$ cat src/rtl/timer_unit_pkg.sv
// Shared constants for the timer: register map, CTRL bit layout, mode codes and FSM states.
package timer_unit_pkg;

  localparam logic [31:0] TIMER_ADDR_BASE = 32'h0000_7F00;
  localparam logic [31:0] TIMER_ADDR_LAST = 32'h0000_7F0F;

  // Word index within the timer window, taken from address bits [3:2]
  localparam logic [1:0] REG_CTRL   = 2'd0;
  localparam logic [1:0] REG_PRESET = 2'd1;
  localparam logic [1:0] REG_COUNT  = 2'd2;
  localparam logic [1:0] REG_RSVD   = 2'd3;

  localparam int CTRL_EN       = 0;
  localparam int CTRL_MODE_LSB = 1;
  localparam int CTRL_MODE_MSB = 2;
  localparam int CTRL_IM       = 3;
  localparam int CTRL_PSC_LSB  = 8;
  localparam int CTRL_PSC_MSB  = 15;

  localparam logic [1:0] MODE_ONE_SHOT = 2'b00;
  localparam logic [1:0] MODE_AUTO     = 2'b01;

  typedef enum logic [1:0] {
    ST_IDLE = 2'd0,
    ST_LOAD = 2'd1,
    ST_CNT  = 2'd2,
    ST_INT  = 2'd3
  } timer_state_e;

endpackage

$ cat src/rtl/timer_prescaler.sv
// Divides enabled counting cycles by psc+1; tick marks the cycle on which COUNT may step.
module timer_prescaler (
  input  logic       clk,
  input  logic       reset,
  input  logic       clear,
  input  logic       enable,
  input  logic [7:0] psc,
  output logic       tick
);

  logic [7:0] div_cnt;

  // Using >= keeps the divider sane if psc is lowered below the running count
  assign tick = enable && (div_cnt >= psc);

  always_ff @(posedge clk or negedge reset) begin
    if (!reset) begin
      div_cnt <= '0;
    end else if (clear || tick) begin
      div_cnt <= '0;
    end else if (enable) begin
      div_cnt <= div_cnt + 8'd1;
    end
  end

endmodule

$ cat src/rtl/timer_unit.sv
// Memory-mapped down-counting timer with one-shot/auto-reload modes and maskable IRQ.
// Optional prescaler in CTRL[15:8] is built only when TIMER_PRESCALER_EN is defined.
module timer_unit
  import timer_unit_pkg::*;
(
  input  logic        clk,
  input  logic        reset,
  input  logic [31:0] I_Addr,
  input  logic        I_WE,
  input  logic [31:0] I_WData,
  output logic [31:0] O_RData,
  output logic        O_IRQ
);

  timer_state_e state;
  logic         en;
  logic         im;
  logic [1:0]   mode;
  logic [31:0]  preset;
  logic [31:0]  count;
  logic         irq_flag;
  logic         tick;
  logic         wr_ctrl;
  logic         wr_preset;
  logic         auto_mode;

  assign wr_ctrl   = I_WE && (I_Addr[3:2] == REG_CTRL);
  assign wr_preset = I_WE && (I_Addr[3:2] == REG_PRESET);
  assign auto_mode = (mode == MODE_AUTO);

`ifdef TIMER_PRESCALER_EN
  logic [7:0] psc;
  logic       unused_bits;

  assign unused_bits = ^{I_Addr[31:4], I_Addr[1:0], I_WData[31:16], I_WData[7:4]};

  timer_prescaler u_prescaler (
    .clk    (clk),
    .reset  (reset),
    .clear  ((state == ST_IDLE) || (state == ST_LOAD)),
    .enable ((state == ST_CNT) && en),
    .psc    (psc),
    .tick   (tick)
  );

  always_ff @(posedge clk or negedge reset) begin
    if (!reset) begin
      psc <= '0;
    end else if (wr_ctrl) begin
      psc <= I_WData[CTRL_PSC_MSB:CTRL_PSC_LSB];
    end
  end
`else
  logic unused_bits;

  assign unused_bits = ^{I_Addr[31:4], I_Addr[1:0], I_WData[31:4]};
  assign tick        = 1'b1;
`endif

  // CPU writes to CTRL take precedence over the FSM clearing EN at the end of a one-shot
  always_ff @(posedge clk or negedge reset) begin
    if (!reset) begin
      state    <= ST_IDLE;
      en       <= 1'b0;
      im       <= 1'b0;
      mode     <= MODE_ONE_SHOT;
      preset   <= '0;
      count    <= '0;
      irq_flag <= 1'b0;
    end else begin
      if (wr_preset) begin
        preset <= I_WData;
      end

      if (wr_ctrl) begin
        en   <= I_WData[CTRL_EN];
        mode <= I_WData[CTRL_MODE_MSB:CTRL_MODE_LSB];
        im   <= I_WData[CTRL_IM];
      end else if ((state == ST_INT) && !auto_mode) begin
        en <= 1'b0;
      end

      // Auto-reload drops the flag after one cycle; one-shot holds it until CTRL is rewritten
      if (state == ST_INT) begin
        irq_flag <= 1'b1;
      end else if (wr_ctrl || auto_mode) begin
        irq_flag <= 1'b0;
      end

      case (state)
        ST_IDLE: begin
          if (en) state <= ST_LOAD;
        end
        ST_LOAD: begin
          count <= preset;
          state <= ST_CNT;
        end
        ST_CNT: begin
          if (!en) begin
            state <= ST_IDLE;
          end else if (tick) begin
            if (count > 32'd1) begin
              count <= count - 32'd1;
            end else begin
              count <= '0;
              state <= ST_INT;
            end
          end
        end
        ST_INT: begin
          state <= ST_IDLE;
        end
        default: state <= ST_IDLE;
      endcase
    end
  end

  always_comb begin
    O_RData = '0;
    case (I_Addr[3:2])
      REG_CTRL: begin
        O_RData[CTRL_EN]                     = en;
        O_RData[CTRL_MODE_MSB:CTRL_MODE_LSB] = mode;
        O_RData[CTRL_IM]                     = im;
`ifdef TIMER_PRESCALER_EN
        O_RData[CTRL_PSC_MSB:CTRL_PSC_LSB]   = psc;
`endif
      end
      REG_PRESET: O_RData = preset;
      REG_COUNT:  O_RData = count;
      default:    O_RData = '0;
    endcase
  end

  assign O_IRQ = irq_flag && im;

endmodule

$ cat config.mk
export PLATFORM = sky130hd
export DESIGN_NAME = timer_unit
export DESIGN_NICKNAME = d
export VERILOG_FILES = /design/src/rtl/timer_unit_pkg.sv /design/src/rtl/timer_prescaler.sv /design/src/rtl/timer_unit.sv
export SDC_FILE = /design/constraint.sdc
export NUM_CORES = 1
export LEC_CHECK = 0
export CORE_ASPECT_RATIO = 0.7
export CORE_MARGIN = 2
export CORE_UTILIZATION = 45
export CTS_BUF_LIST = sky130_fd_sc_hd__clkbuf_4
export CTS_CLUSTER_SIZE = 30
export DETAILED_ROUTE_END_ITERATION = 16
export GPL_ROUTABILITY_DRIVEN = 0
export PLACE_DENSITY = 0.84
export SLEW_MARGIN = 20
export SYNTH_ARGS = -nofsm -noshare
export SYNTH_HDL_FRONTEND = slang
export SYNTH_SLANG_ARGS = --single-unit
$ cat constraint.sdc
create_clock -name clk -period 3.4 [get_ports clk]
set_input_delay 0.68 -clock clk [delete_from_list [all_inputs] [get_ports clk]]
set_output_delay 0.68 -clock clk [all_outputs]
set_load 0.05 [all_outputs]
Word-level counts from Yosys, hierarchy flattened
Cells that the tools add are included.
Word-level totals
  output and inout port bits: 33
  flip-flop bits (word level): 71
Operators by class
  eq/ne operators: 9
  $add $sub $neg: 1
  mux-type cells: 13
  magnitude comparators: 1
  reductions and logical operators: 13
Operator list (number)
  two-way mux 32 bit: 2
  one-hot mux 32 bit (2 select lines): 1
  one-hot mux 28 bit (2 select lines): 1
  > comparator 32 x 1 -> 1 bit, second input constant: 1
  subtractor 32 x 1 -> 32 bit, second input constant: 1
  one-hot mux 4 bit (3 select lines): 1
  one-hot mux 2 bit (4 select lines): 1
  equality test 2 x 1 -> 1 bit, second input constant: 3
  equality test 2 bit, second input constant: 3
  two-way mux 2 bit: 3
  nonzero test 2 bit: 3
  logical AND 1 bit: 4
  zero test 2 bit: 2
  two-way mux 1 bit: 4
  != test 2 bit, second input constant: 2
  AND reduction 2 bit: 2
  != test 3 bit, second input constant: 1
  zero test 1 bit: 1
  logical OR 1 bit: 1

Logic depth before layout (Yosys ltp)
Gate-level depths: netlist (run 1).
  word-level depth: 5
  depth in mapped cells: 10
  gate-level depth less buffers: 8

Worst setup path before layout (run 1)
OpenSTA, ideal clock, no wires.
  path type: input to output
  from: input port I_Addr[3]
  to: output port O_RData[10]
  path buffers: 2
  arrival: 2135 ps
  setup slack: 585 ps
  stages on the path: 6
  cell sequence: inv_1 ha_1 clkbuf_1 clkbuf_1 a22oi_1 nor2b_1
Between the ends
  cells in the longest elaborated chain, start to end: 2
  elaborated cells between the ends (all ways): 3
RTL lines
  start: declaration: line timer_unit.sv:8  | input logic [31:0] I_Addr,
  equality test 2 bit / equality test 2 x 1 -> 1 bit (equally long branches): line timer_unit.sv:120  | case (I_Addr[3:2])
  one-hot mux 28 bit (2 select lines) (*): line timer_unit.sv:120
  end: declaration: line timer_unit.sv:11  | output logic [31:0] O_RData,
Mark *: on every way between the ends. The rest lies on a longest branch, timed or not.

Final worst setup path (run 1)
  from: input port I_Addr[2]
  to: output port O_RData[17]
The elaborated chain is that of the path after synthesis.

==> results of run 1 <==
-- metal layers --
layer | vias to the layer above | GRT usage (%) | wire, um
li1 | 1739 | - | -
met1 | 1872 | 34.06 | 5025
met2 | 186 | 34.01 | 4948
met3 | 12 | 6.386 | 1008
met4 | 0 | 5.952 | 123
met5 | - | 0 | 0
-- Yosys cell counts (all sizes together) (4+ instances only) --
cell type	count	area (um^2)
or3	11	73.82
buf	9	62.56
a22oi	35	262.8
nor2	17	63.81
o21ai	22	113.9
nand3	10	50.05
or4	6	52.55
nor3	14	70.07
a222oi	4	40.04
inv	9	33.78
dfrtp	71	1777
mux2	35	394.1
nor2b	29	181.4
a22o	6	52.55
nor4	7	43.79
a31oi	6	37.54
nand2b	4	25.02
ha	6	75.07
a21oi	15	75.07
o2bb2ai	5	43.79
nand2	25	93.84
clkbuf	23	86.33
-- cell families (layout without fill, tap and decap cells) --
kind of cell             count (synthesis)  in the layout  synth area share (%)
AO/OA/AOI/OAI                          132            132                 23.31
adder cells (fa/ha/maj)                  6              6                 1.816
buffers and inverters                   41            110                 4.419
flip-flops                              71             71                 42.98
multiplexers                            36             36                 9.776
AND/OR/NAND/NOR                        134            134                 17.71
-- final cells by class --
type | instances | area [um^2] | share of cell area, %
clock inverters | 7 | 135.1 | 2.457
inverters | 9 | 33.78 | 0.6142
multi-input cells | 308 | 2178 | 39.60
repair buffers | 85 | 1154 | 20.97
well taps | 124 | 155.1 | 2.821
clock buffers | 9 | 67.56 | 1.228
flip-flops and latches | 71 | 1777 | 32.30
-- registers in the layout, summed over array words and instances, names as in the netlist --
| register | count |
|---|---|
| count | 32 |
| preset | 32 |
| mode | 2 |
| state | 2 |
| en | 1 |
| im | 1 |
| irq_flag | 1 |
-- critical path, delay by kind of cell --
family	cells	cell delay (ns)
buffers and inverters	4	0.98
adder cells (fa/ha/maj)	1	0.37
AND/OR/NAND/NOR	1	0.26
AO/OA/AOI/OAI	1	0.10
-- per-stage QoR --
| step | util, % | total power, uW | hold WS [ns] | setup WS, ns | std cells |
|---|---|---|---|---|---|
| 3_3_place_gp | 58.84 | 3120 | 0.4994 | 0.3491 | 597 |
| 3_5_place_dp | 58.87 | 3211 | 0.5008 | 0.3298 | 597 |
| 5_1_grt | 61.12 | 4205 | 0.3055 | 0.1912 | 613 |
| 2_1_floorplan | - | 2655 | 0.3844 | 0.5851 | 420 |
| 4_1_cts | 61.12 | 3956 | 0.2748 | 0.3105 | 613 |
| 6_report | 61.12 | 3973 | 0.2620 | 0.3168 | 613 |
-- final timing paths --
path	end	slack [ns]	cells after the start
max	O_RData[17]	0.32	7
min	irq_flag	0.26	1
max reg2reg	count[6]	0.45	7
min reg2reg	count[16]	0.53	1
max in group asynchronous	count[26]	2.47	2
min in group clk	count[16]	0.53	1
-- power by group --
| part | total, uW | internal (uW) | switching, uW |
|---|---|---|---|
| clock | 751 | 441 | 309 |
| sequential | 1530 | 1130 | 394 |
| combinational | 1700 | 774 | 922 |
==> out/metrics.csv, run 1 <==
metric;value;unit
CTS H-Tree Depth;3;
CP startpoint kind;input pin;
Antenna Nets Post-Route;0;
area of the die;0.009982;mm^2
Final Hold Vio Count;0;
Die Y;84.19;um
Worst Path Required;2.72;ns
reg2reg start;count[17];
Layout Skew;0.01557;ns
run status;finished, final reports clean;
HPWL after DPL;7806;um
Setup TNS Final;0;ns
DIE WIDTH;118.6;um
# IOs;100;
CTS resizes;0;
clk_lat worst skew;0.45;ns
slowest stage delay, CP;0.44;ns
Tcrit/Tclk final;90.68;%
HP Class;input pin to async pin;
vias in the first global route;3643;
Yosys reg bits;71;
commonest cells after routing, fill and taps aside;dfrtp_1 (71), clkdlybuf4s50_1 (36), a22oi_1 (35), mux2_2 (35), buf_12 (34);
worst vdd ir;0.0003295;V
IO Port Bufs;69;
CP max FO;13;
Yosys warning total;0;
Lkg Pwr;0.002154;uW
fraction of layout cells with a size suffix above 1;21.68;%
slew margin rel.;29.17;%
hold_buf cts;0;
Mean Syn Cell Area;9.843;um^2
via count;3809;
critical-path cell list;clkdlybuf4s50_1, inv_1, ha_1, buf_4, a22oi_1, nor2b_1, buf_12;
TritonRoute pass-1 iters;5;
first-pass GRT wire length;18640;um
nets@finish;557;
Final setup viols;0;
Synth Cell Area;0.004134;mm^2
initial DRC count;504;
CTS buffer count;9;
syn_nets;493;
EDFF count, synth;0;
Final Cell Area;0.005500;mm^2
post-synth cell types;58;
wire per inst;18.12;um
row cnt;29;
RSZ-0062 raised after global routing;false;
Fillers;774;
WL final;11110;um
CTS Root Cell;clkbuf_4;
Core Region;0.008999;mm^2
Area growth syn-to-layout;33.05;%
antenna violations before repair;0;
ys async rst share;100.0;%
endpoint type of the worst setup path;primary output;
Max Buffers Root-to-Sink;2;
Post-Syn Instances;420;
Synth Flop Type;dfrtp_1;
fin. max-slew vios;0;
CTS tree;done;
power per cell area;722.3;mW/mm^2
CP Class;input pin to primary output;
Vias/cell;6.214;
min Tclk post-route;3.083;ns
diode count;0;
worst-margin pin slew;1.062;ns
Critical Path AT;2.40;ns
Max Clock Freq;0.3243;GHz
Seq/Total Area, Yosys;42.98;%
Setup Buffers After CTS;0;
Clock Sinks;71;
commonest non-fill, non-tap cell in the layout;dfrtp_1;
Slowest cell on crit path;clkdlybuf4s50_1;
placement-stage cell area;0.005298;mm^2
clk slew on worst S/H paths;0.12;ns
GRT Total Usage;23.20;%
max_cap viols;0;
global route overflow;0;
Worst Setup SP;I_Addr[2];
Initial Util;45.94;%
DRC viols;0;
largest net degree at the start of global routing;53;
Power figures use the tool's default switching activity.
==> run 2, diff against run 1 <==
CORE_UTILIZATION = 52   (was 45)
CTS_CLUSTER_DIAMETER = 150   (was unset)
PLACE_DENSITY = 0.93   (was 0.84)
==> out/metrics.csv, run 2 (synthesis gave the netlist of run 1 again) <==
metric;value;unit
clk slew on worst S/H paths;0.12;ns
Comb pwr share;46.2;%
IO Port Bufs;69;
met1 Track Usage GR;36.42;%
run status;finished, final reports clean;
Net Sw Power;1647;uW
nets@finish;552;
# IOs;100;
wire per inst;19.64;um
busiest layer in global routing;met2;
worst vdd ir;0.0003322;V
power per cell area;691.9;mW/mm^2
CP startpoint kind;input pin;
CTS buffer count;9;
met3 usage;6.255;%
clock share of power;12.2;%
CP Class;input pin to primary output;
min Tclk post-route;3.150;ns
Max Clock Freq;0.3174;GHz
largest net degree at the start of global routing;40;
via count;3861;
register share of total power;41.6;%
Power Internal;2050;uW
RSZ-0062 raised after global routing;false;
Lkg Pwr;0.002092;uW
area of the die;0.008691;mm^2
Antenna Nets Post-Route;0;
critical-path cell list;clkdlybuf4s50_1, inv_1, ha_1, buf_4, a22oi_1, nor2b_1, buf_12;
Final setup viols;0;
CP max FO;14;
global route overflow;0;
slowest stage delay, CP;0.46;ns
Tcrit/Tclk final;92.65;%
Final Hold Vio Count;0;
first-pass GRT wire length;18930;um
fin. max-slew vios;0;
Initial Util;52.97;%
Final Cell Area;0.005343;mm^2
Fillers;596;
CTS H-Tree Depth;3;
row cnt;27;
clk_lat worst skew;0.45;ns
r2r setup slk;0.35;ns
Die Y;78.60;um
GRT Total Usage;27.12;%
DIE WIDTH;110.6;um
Max Buffers Root-to-Sink;2;
Vias/cell;6.611;
CTS tree;done;
antenna violations before repair;0;
HPWL after DPL;7905;um
vias in the first global route;3845;
CTS Root Cell;clkbuf_4;
placement-stage cell area;0.005241;mm^2
DRC viols;0;
TritonRoute pass-1 iters;5;
Critical Path AT;2.47;ns
slew margin rel.;30.93;%
switch share;44.56;%
Slowest cell on crit path;clkdlybuf4s50_1;
Setup Buffers After CTS;0;
largest registers;count: 32 flops, preset: 32 flops;
fin cells;584;
endpoint type of the worst setup path;primary output;
M2 GR Usage;43.37;%
WL final;11470;um
diode count;0;
hold_buf cts;0;
CTS resizes;0;
max_cap viols;0;
Setup TNS Final;0;ns
worst-margin pin slew;1.036;ns
Layout Skew;0.01614;ns
commonest cells after routing, fill and taps aside;dfrtp_1 (71), clkdlybuf4s50_1 (36), a22oi_1 (35), mux2_2 (35), buf_12 (35);
Placed Cells;569;
initial DRC count;459;
HP Class;input pin to async pin;
fraction of layout cells with a size suffix above 1;20.91;%
commonest non-fill, non-tap cell in the layout;dfrtp_1;
Core Region;0.007804;mm^2
Area growth syn-to-layout;29.24;%
Worst Path Required;2.72;ns
Clock Sinks;71;
run 2: cell count changes in the layout (fill, tap and decap cells not counted), sizes merged:
cell and delta:
clkbuf +1, clkinv +2, buf -5, bufinv -4
run 2: power by group through the flow:
stage	Clock (uW)	Sequential, uW	Combinational [uW]
finish	453	1540	1710
floorplan	0	1380	1270
global placement	0	1500	1600
detailed placement	0	1540	1680
global route	486	1580	1840
CTS	456	1520	1690
run 2: path summary, 6_finish.rpt:
path,from,end,cells after the start
max in group asynchronous,reset,count[25],2
min in group clk,count[16],count[16],1
min reg2reg,count[16],count[16],1
max reg2reg,count[17],count[6],7
min,reset,preset[12],1
max,I_Addr[2],O_RData[18],7
run 2: cell type report:
| type | count | area [um^2] | area share, % |
|---|---|---|---|
| clock buffer | 10 | 75.07 | 1.405 |
| sequential | 71 | 1777 | 33.26 |
| inverter | 9 | 33.78 | 0.6323 |
| clock inverter | 5 | 26.28 | 0.4918 |
| multi-input combinational | 308 | 2178 | 40.77 |
| tap | 101 | 126.4 | 2.365 |
| timing repair buffer | 80 | 1126 | 21.08 |
run 2: stage by stage:
step	hold WS [ns]	worst slack [ns]	power (uW)	util, %
floorplan	0.3844	0.5851	2655	-
global placement	0.4995	0.3774	3098	67.16
detailed placement	0.5013	0.3057	3217	67.16
CTS	0.3122	0.2800	3661	68.46
global route	0.3311	0.1512	3911	68.46
finish	0.2859	0.2498	3697	68.46
run 2: critical path, delay by kind of cell:
kind                     cells  cell delay [ns]
AND/OR/NAND/NOR              1             0.26
buffers and inverters        4             1.04
AO/OA/AOI/OAI                1             0.11
adder cells (fa/ha/maj)      1             0.38
run 2: layer usage:
metal  wire length, um  up-vias
met2              5251      250
met3              1227       34
met5                 0        -
met1              4756     1860
met4               235        0
li1                  -     1717
